**src/rtl/beta_pkg.sv**
```systemverilog
// Shared types and default sizing for the beta memory arbiter.
package beta_pkg;
  typedef enum logic [1:0] {IDLE, IBUSY, DBUSY, RESP} state_e;

  localparam int TIMEOUT_DEF     = 64;
  localparam int MAX_DSTREAK_DEF = 4;
endpackage

```
**src/rtl/beta_timeout_counter.sv**
```systemverilog
// Counts busy cycles without an ack; expired flags the last allowed cycle.
module beta_timeout_counter
  import beta_pkg::*;
#(
  parameter int TIMEOUT = TIMEOUT_DEF
) (
  input  logic clk,
  input  logic rst,
  input  logic clr,
  input  logic en,
  output logic expired
);
  localparam int W = (TIMEOUT > 1) ? $clog2(TIMEOUT) : 1;

  logic [W-1:0] cnt_q, cnt_d;

  assign expired = (cnt_q == W'(TIMEOUT - 1));

  // Hold at the terminal value so the count never wraps back to zero.
  always_comb begin
    cnt_d = cnt_q;
    if (clr)                 cnt_d = '0;
    else if (en && !expired) cnt_d = cnt_q + 1'b1;
  end

  always_ff @(posedge clk) begin
    if (rst) cnt_q <= '0;
    else     cnt_q <= cnt_d;
  end
endmodule

```
**src/rtl/beta_mem_arbiter.sv**
```systemverilog
// Two-requester (fetch/data) arbiter onto one memory port, with data-streak
// fairness and a no-ack timeout that forces a fault response.
module beta_mem_arbiter
  import beta_pkg::*;
#(
  parameter int TIMEOUT     = TIMEOUT_DEF,
  parameter int MAX_DSTREAK = MAX_DSTREAK_DEF
) (
  input  logic        clk,
  input  logic        rst,
  input  logic        iReq,
  input  logic [31:0] iAddress,
  output logic [31:0] iData,
  output logic        iReady,
  output logic        iFault,
  input  logic        dReq,
  input  logic        dWrite,
  input  logic [31:0] dAddress,
  input  logic [31:0] dWdata,
  output logic [31:0] dRdata,
  output logic        dReady,
  output logic        dFault,
  output logic [31:0] memAddr,
  output logic [31:0] memWdata,
  output logic        memRe,
  output logic        memWe,
  input  logic [31:0] memRdata,
  input  logic        memAck,
  input  logic        memFault
);
  localparam int SW = (MAX_DSTREAK > 0) ? $clog2(MAX_DSTREAK + 1) : 1;

  state_e        state_q, state_d;
  logic [SW-1:0] streak_q, streak_d;
  logic [31:0]   addr_q, addr_d, wdata_q, wdata_d;
  logic [31:0]   idata_q, idata_d, drdata_q, drdata_d;
  logic          dwrite_q, dwrite_d;
  logic          iready_q, iready_d, dready_q, dready_d;
  logic          ifault_q, ifault_d, dfault_q, dfault_d;
  logic          tmo_clr, tmo_en, tmo_expired;
  logic          streak_full, i_wins;

  assign streak_full = (streak_q == SW'(MAX_DSTREAK));
  assign i_wins      = iReq && (!dReq || streak_full);

  beta_timeout_counter #(.TIMEOUT(TIMEOUT)) u_tmo (
    .clk     (clk),
    .rst     (rst),
    .clr     (tmo_clr),
    .en      (tmo_en),
    .expired (tmo_expired)
  );

  always_comb begin
    state_d  = state_q;
    streak_d = streak_q;
    addr_d   = addr_q;
    wdata_d  = wdata_q;
    dwrite_d = dwrite_q;
    idata_d  = idata_q;
    drdata_d = drdata_q;
    iready_d = 1'b0;
    dready_d = 1'b0;
    ifault_d = 1'b0;
    dfault_d = 1'b0;
    tmo_clr  = 1'b0;
    tmo_en   = 1'b0;
    unique case (state_q)
      IDLE: begin
        if (i_wins) begin
          state_d  = IBUSY;
          addr_d   = iAddress;
          dwrite_d = 1'b0;
          streak_d = '0;
          tmo_clr  = 1'b1;
        end else if (dReq) begin
          state_d  = DBUSY;
          addr_d   = dAddress;
          wdata_d  = dWdata;
          dwrite_d = dWrite;
          tmo_clr  = 1'b1;
          if (iReq && !streak_full) streak_d = streak_q + 1'b1;
        end
      end
      IBUSY, DBUSY: begin
        // An ack in the expiry cycle still wins: it is a real completion.
        if (memAck || tmo_expired) begin
          state_d = RESP;
          if (state_q == IBUSY) begin
            iready_d = 1'b1;
            ifault_d = memAck ? memFault : 1'b1;
            idata_d  = memAck ? memRdata : 32'h0;
          end else begin
            dready_d = 1'b1;
            dfault_d = memAck ? memFault : 1'b1;
            drdata_d = memAck ? memRdata : 32'h0;
          end
        end else begin
          tmo_en = 1'b1;
        end
      end
      RESP:    state_d = IDLE;
      default: state_d = IDLE;
    endcase
  end

  always_ff @(posedge clk) begin
    if (rst) begin
      state_q  <= IDLE;
      streak_q <= '0;
      addr_q   <= '0;
      wdata_q  <= '0;
      dwrite_q <= 1'b0;
      idata_q  <= '0;
      drdata_q <= '0;
      iready_q <= 1'b0;
      dready_q <= 1'b0;
      ifault_q <= 1'b0;
      dfault_q <= 1'b0;
    end else begin
      state_q  <= state_d;
      streak_q <= streak_d;
      addr_q   <= addr_d;
      wdata_q  <= wdata_d;
      dwrite_q <= dwrite_d;
      idata_q  <= idata_d;
      drdata_q <= drdata_d;
      iready_q <= iready_d;
      dready_q <= dready_d;
      ifault_q <= ifault_d;
      dfault_q <= dfault_d;
    end
  end

  always_comb begin
    memRe = 1'b0;
    memWe = 1'b0;
    if (state_q == IBUSY) begin
      memRe = 1'b1;
    end else if (state_q == DBUSY) begin
      memWe = dwrite_q;
      memRe = !dwrite_q;
    end
  end

  assign memAddr  = addr_q;
  assign memWdata = wdata_q;
  assign iData    = idata_q;
  assign dRdata   = drdata_q;
  assign iReady   = iready_q;
  assign dReady   = dready_q;
  assign iFault   = ifault_q;
  assign dFault   = dfault_q;
endmodule

```
**config.mk**
```make
export PLATFORM = sky130hd
export DESIGN_NAME = beta_mem_arbiter
export DESIGN_NICKNAME = d
export VERILOG_FILES = /design/src/rtl/beta_pkg.sv /design/src/rtl/beta_timeout_counter.sv /design/src/rtl/beta_mem_arbiter.sv
export SDC_FILE = /design/constraint.sdc
export NUM_CORES = 1
export LEC_CHECK = 0
export CAP_MARGIN = 20
export CORE_MARGIN = 2
export CORE_UTILIZATION = 38
export CTS_BUF_LIST = sky130_fd_sc_hd__clkbuf_16
export DETAILED_ROUTE_END_ITERATION = 8
export MAX_ROUTING_LAYER = met4
export PLACE_DENSITY_LB_ADDON = 0.15
export REMOVE_ABC_BUFFERS = 1
export SLEW_MARGIN = 5
export SYNTH_ARGS = -nofsm -noshare
export SYNTH_HDL_FRONTEND = slang
export SYNTH_SLANG_ARGS = --single-unit
```
**constraint.sdc**
```tcl
create_clock -name clk -period 1.65 [get_ports clk]
set_input_delay 0.33 -clock clk [delete_from_list [all_inputs] [get_ports clk]]
set_output_delay 0.33 -clock clk [all_outputs]
set_load 0.02 [all_outputs]
```
== Word-level counts from Yosys, hierarchy flattened ==
Cells that the tools add are included.

* Register bits after elaboration: 144
* Word-level logic and storage cells: 72

* Add/sub/neg operators: 2
* Equal/unequal tests: 7
* Multiplexer cells: 24
* Bitwise logic cells: 4
* Reduce and logical (&&, ||, !) cells: 23

{| class="wikitable"
|+ Operator list
! cell !! count
|-
| 32-bit 2-to-1 mux || 3
|-
| 1-bit 2-to-1 mux || 14
|-
| 3-bit AND reduction || 4
|-
| 3-bit 2-to-1 mux || 3
|-
| 4-bit OR reduction || 2
|-
| 6-bit by 1-bit adder with 6-bit output (second input constant) || 1
|-
| 6-bit == test (second input constant) || 1
|-
| 2-bit 2-to-1 mux || 3
|-
| 2-bit one-hot mux with 3 select lines || 1
|-
| 2-bit == test (second input constant) || 2
|-
| 1-bit logical NOT || 4
|-
| 1-bit inverter || 4
|-
| 2-bit AND reduction || 2
|-
| 2-bit nonzero test || 2
|-
| 2-bit OR reduction || 2
|-
| 3-bit by 1-bit adder with 3-bit output (second input constant) || 1
|-
| 3-bit == test (second input constant) || 1
|-
| 1-bit logical AND || 3
|-
| 3-bit inequality test (second input constant) || 1
|-
| 3-bit OR reduction || 1
|-
| 2-bit by 1-bit == test with 1-bit output (second input constant) || 1
|-
| 2-bit logical NOT || 1
|-
| 1-bit logical OR || 2
|-
| 2-bit inequality test (second input constant) || 1
|}

== Longest topological paths before layout ==
* Word-level depth: 6
* Depth in mapped cells: 9
* Mapped depth without buffers: 6

== Modules after synthesis ==
A second synthesis with hierarchy kept.

* Cells, all modules: 722
* Area total of the unflattened synthesis: 6,258.5 um^2

{| class="wikitable"
|+ Modules (own cells, without submodules)
! module !! instances !! cells an instance !! area each (um^2) !! sequential area each (um^2)
|-
| beta_mem_arbiter || 1 || 690 || 5,965.7 || 2,762.6
|-
| beta_timeout_counter || 1 || 32 || 292.8 || 120.1
|}

== Least setup slack after synthesis ==
OpenSTA, ideal clock, no wires.

* Path kind: register to register
* Start: register state_q[0]
* End: register state_q[0]
* Data arrival time: 1,554 ps
* Data required time: 1,529 ps
* Slack: -24 ps
* Cell stages (with the launch flop): 7
* Path buffers: 0
* Path through: dfxtp_1 inv_1 ha_1 and2b_1 o21ai_2 a21boi_2 mux2_2

* Longest elaborated chain between the ends: 4
* Elaborated cells between the ends (all ways): 9

{| class="wikitable"
|+ Ends and longest elaborated chain
! element !! line !! RTL
|-
| from (decl) || beta_mem_arbiter.sv:33 || <nowiki>state_e state_q, state_d;</nowiki>
|-
| from (signal assigned) || beta_mem_arbiter.sv:121 || <nowiki>state_q <= state_d;</nowiki>
|-
| 2-bit by 1-bit == test with 1-bit output or 2-bit == test (tied branches) || beta_mem_arbiter.sv:68 || <nowiki>unique case (state_q)</nowiki>
|-
| 2-bit OR reduction || beta_mem_arbiter.sv:68 ||
|-
| 2-bit inequality test (no line) || - ||
|-
| 2-bit AND reduction (no line) || - ||
|}

Parallel ways exist; a longest one is shown, timed or not.
A chain may end at the register's enable or synchronous reset.

== Worst setup path after layout ==
* Start: register state_q[1]
* End: output memWe

* Longest elaborated chain between the ends: 3
* Elaborated cells between the ends (all ways): 4

{| class="wikitable"
|+ Ends and longest elaborated chain
! element !! line !! RTL
|-
| 2-bit == test || beta_mem_arbiter.sv:140 || <nowiki>end else if (state_q == DBUSY) begin</nowiki>
|-
| 1-bit 2-to-1 mux || beta_mem_arbiter.sv:140 ||
|-
| 1-bit 2-to-1 mux * || beta_mem_arbiter.sv:138 || <nowiki>if (state_q == IBUSY) begin</nowiki>
|-
| to (decl) || beta_mem_arbiter.sv:26 || <nowiki>output logic memWe,</nowiki>
|}

Every way passes the cells marked *; elsewhere a longest branch is shown, timed or not.

==> flow_summary.ini <==
[clocking]
htree_levels = 4
path_clk_slew_ns = 0.06
clk_latency_ns = 0.42
root_buffer = clkbuf_16
cts.sinks = 144
cts-buffers-inserted = 17
cts_tree = done
clockBufferDepth = 2
ctsHoldBuffers = 0

[final_layout]
n_fill_cell = 1324
finish.instance_area_um2 = 9760
insertedDiodeCount = 0
syn_to_final_growth_pct = 62.3
drive_gt1_share_pct = 14.0
nNetsFinal = 1090

[detailed_routing]
wire_per_inst_um = 15.1
drt_iter0_markers = 310
vias = 5683
routed_wl_um = 17700
drc = 0
antenna_left = 0
viasPerCell = 4.85
dr.pass1.iters = 4

[synthesis]
synth_cells = 663
synthArstFlopShare_pct = 0
synth-seq-cells = 144
yosysWarnings = 0
ys_seq_area_share_pct = 47.9
synth_compound_area_share_pct = 22.4
synth_top_family_by_area = compound AO/OA/AOI/OAI gates
synth_top_area_share_pct = 47.9
ys.flop_type = dfxtp_1
synthMostInstantiatedCell = dfxtp_1
synthAdderAreaFrac_pct = 1.25
synth_cell_types = 43
synth_simple_gate_area_share_pct = 15.5
yosysTopAreaCell = dfxtp_1
synthMuxAreaShare_pct = 5.68
synth_area_leaders = dfxtp_1 48%, nand2_1 8.4%, o32ai_2 7.3%, a21oi_1 5.8%, mux2i_1 5.5%
synth_area_um2 = 6020
syn_avg_cell_area_um2 = 9.08
synth_xor_area_share_pct = 0.291
synth_edf_count = 0
yosys-top-cells-count = 144 x dfxtp_1, 135 x nand2_1, 70 x a21oi_1, 39 x inv_1

[worst_setup_path]
crit_chain = buf_6 -> ha_4 -> nor3b_2 -> buf_4
cp_slowest_stage_delay_ns = 0.35
startpoint = state_q[1]
rr_endpoint = dRdata[31]
r2r_start = state_q[0]
crit_family = flip-flops
crit_required_ns = 1.32
crit_type = register to primary output
crit_buf_inv = 2
critPathSlowestCell = dfxtp_4
arrival_ns = 1.32
cp_max_fo = 2
setup.worst_path.end_class = primary output
r2r_cells = 8
start_kind = register
reg2reg_slack_ns = 0.06

[sta]
rsz0062_at_grt = yes
fmax_mhz = 604
tightestPinTransition_ns = 0.326
finalSetupViolations = 1
hold_viol = 0
setup_tns_ns = -0.00478
post-route-period-util_pct = 100
drv_slew = 0
hold_slack_ns = 0.258
final.setup.worst_slack_ns = -0.00478
skew_ns = 0.00661
maxSlewHeadroom_pct = 78.3
layout_min_cycle_time_ns = 1.65

[die]
die_y_um = 130
core-area_um2 = 15300
start_util_pct = 39.3
fp-row-count = 45
die_w_um = 130
fp.dieArea_um2 = 16900
io_pins = 269

[power]
p_per_area_nw_per_um2 = 1280
power.static_leakage_nw = 4.26
peakVddDrop_uv = 814

[grt]
grt.total_usage_pct = 20.8
grt_pass1_vias = 5554
antenna_found_initial = 0
grt_max_degree = 72
grt_overflow = 0
grt_pass1_wl_um = 26800

[hold_path]
hp-start = rst
hold_end = streak_q[1]
holdPathStages = 2
hold_path_class = primary input to register

[placement]
place_ws_ns = -0.183
place_congestion = 0.764
portBuffers = 268
dpl_cell_area_um2 = 9180
dp_hpwl_um = 12500

[outcome]
failed_checks = setup timing
outcome = finished with violations

[job]
drv_cap = 0
-- what timing repair did --
item,CTS,global route
gates resized for setup,157,14
pin swaps,3,1
buffers inserted,1,0
endpoints found under the setup margin,140,37
gates cloned,0,3
-- cell usage in the layout (no fill, tap or decap), types with 4 or more instances in the layout --
cell	count
inv_1	42
clkdlybuf4s50_1	133
dfxtp_1	141
buf_12	12
dlygate4sd2_1	132
o21ai_0	36
nor2_1	8
o32ai_2	27
nor3_1	7
mux2i_1	32
a21oi_1	67
ha_4	4
nand2b_1	35
o21ai_1	31
buf_4	33
nand3_1	7
nand2_1	135
clkbuf_16	20
-- area by class of cell --
cell class	instances	area (um^2)	share of cell area, %
tap	211	264	2.70
timing repair buffer	316	3080	31.6
clock buffer	17	425	4.36
inverter	39	151	1.55
multi-input combinational	431	2810	28.8
sequential	144	2890	29.6
clock inverter	13	134	1.37
-- flip-flops by register name, summed over array words and instances (netlist names), 2 cells and up --
name         flops
memWdata        32
iData           32
state_q          2
memAddr         32
streak_q         3
dRdata          32
u_tmo.cnt_q      6
-- where the power goes --
group / switching, mW / internal, mW / leakage (nW) / total [mW]
clock network: 1.40 / 2.31 / 0.290 / 3.71
logic: 2.49 / 1.99 / 2.80 / 4.48
registers: 0.286 / 4.07 / 1.18 / 4.35
-- stage by stage --
step                      power, mW  util (%)  std cells
after global routing           13.2      63.8       1171
final                          12.5      63.8       1171
after CTS                      12.4      62.9       1168
after detailed placement       8.96      59.9       1137
after global placement         8.86      59.9       1137
after floorplan                6.43         -        614
-- cells by family (layout without fill, tap and decap cells) --
logic type | Yosys count | in the layout
AOI/OAI and AO/OA | 182 | 182
xor gates and xnor gates | 2 | 2
adders and majority gates | 6 | 6
buffers and inverters | 88 | 385
DFF | 144 | 144
muxes | 34 | 34
and+or+nand+nor | 207 | 207
-- metal layers --
| layer | GRT usage, % | part of all wire, % | up-vias |
|---|---|---|---|
| met5 | - | 0 | - |
| met4 | 7.27 | 2.2 | 0 |
| met3 | 5.58 | 5.9 | 31 |
| met2 | 35.4 | 50 | 188 |
| met1 | 23.5 | 42 | 2646 |
| li1 | - | - | 2818 |
-- worst max-delay path by stage --
stage / to / slack [ns] / cells past startpoint
after CTS: memWe / -0.003 / 4
after floorplan: dRdata[0] / -0.88 / 6
final: memWe / -0.005 / 4
after detailed placement: memAddr[26] / -0.18 / 6
after global placement: memAddr[22] / -0.15 / 5
after global routing: memWe / -0.05 / 4
Power figures use the tool's default switching activity.
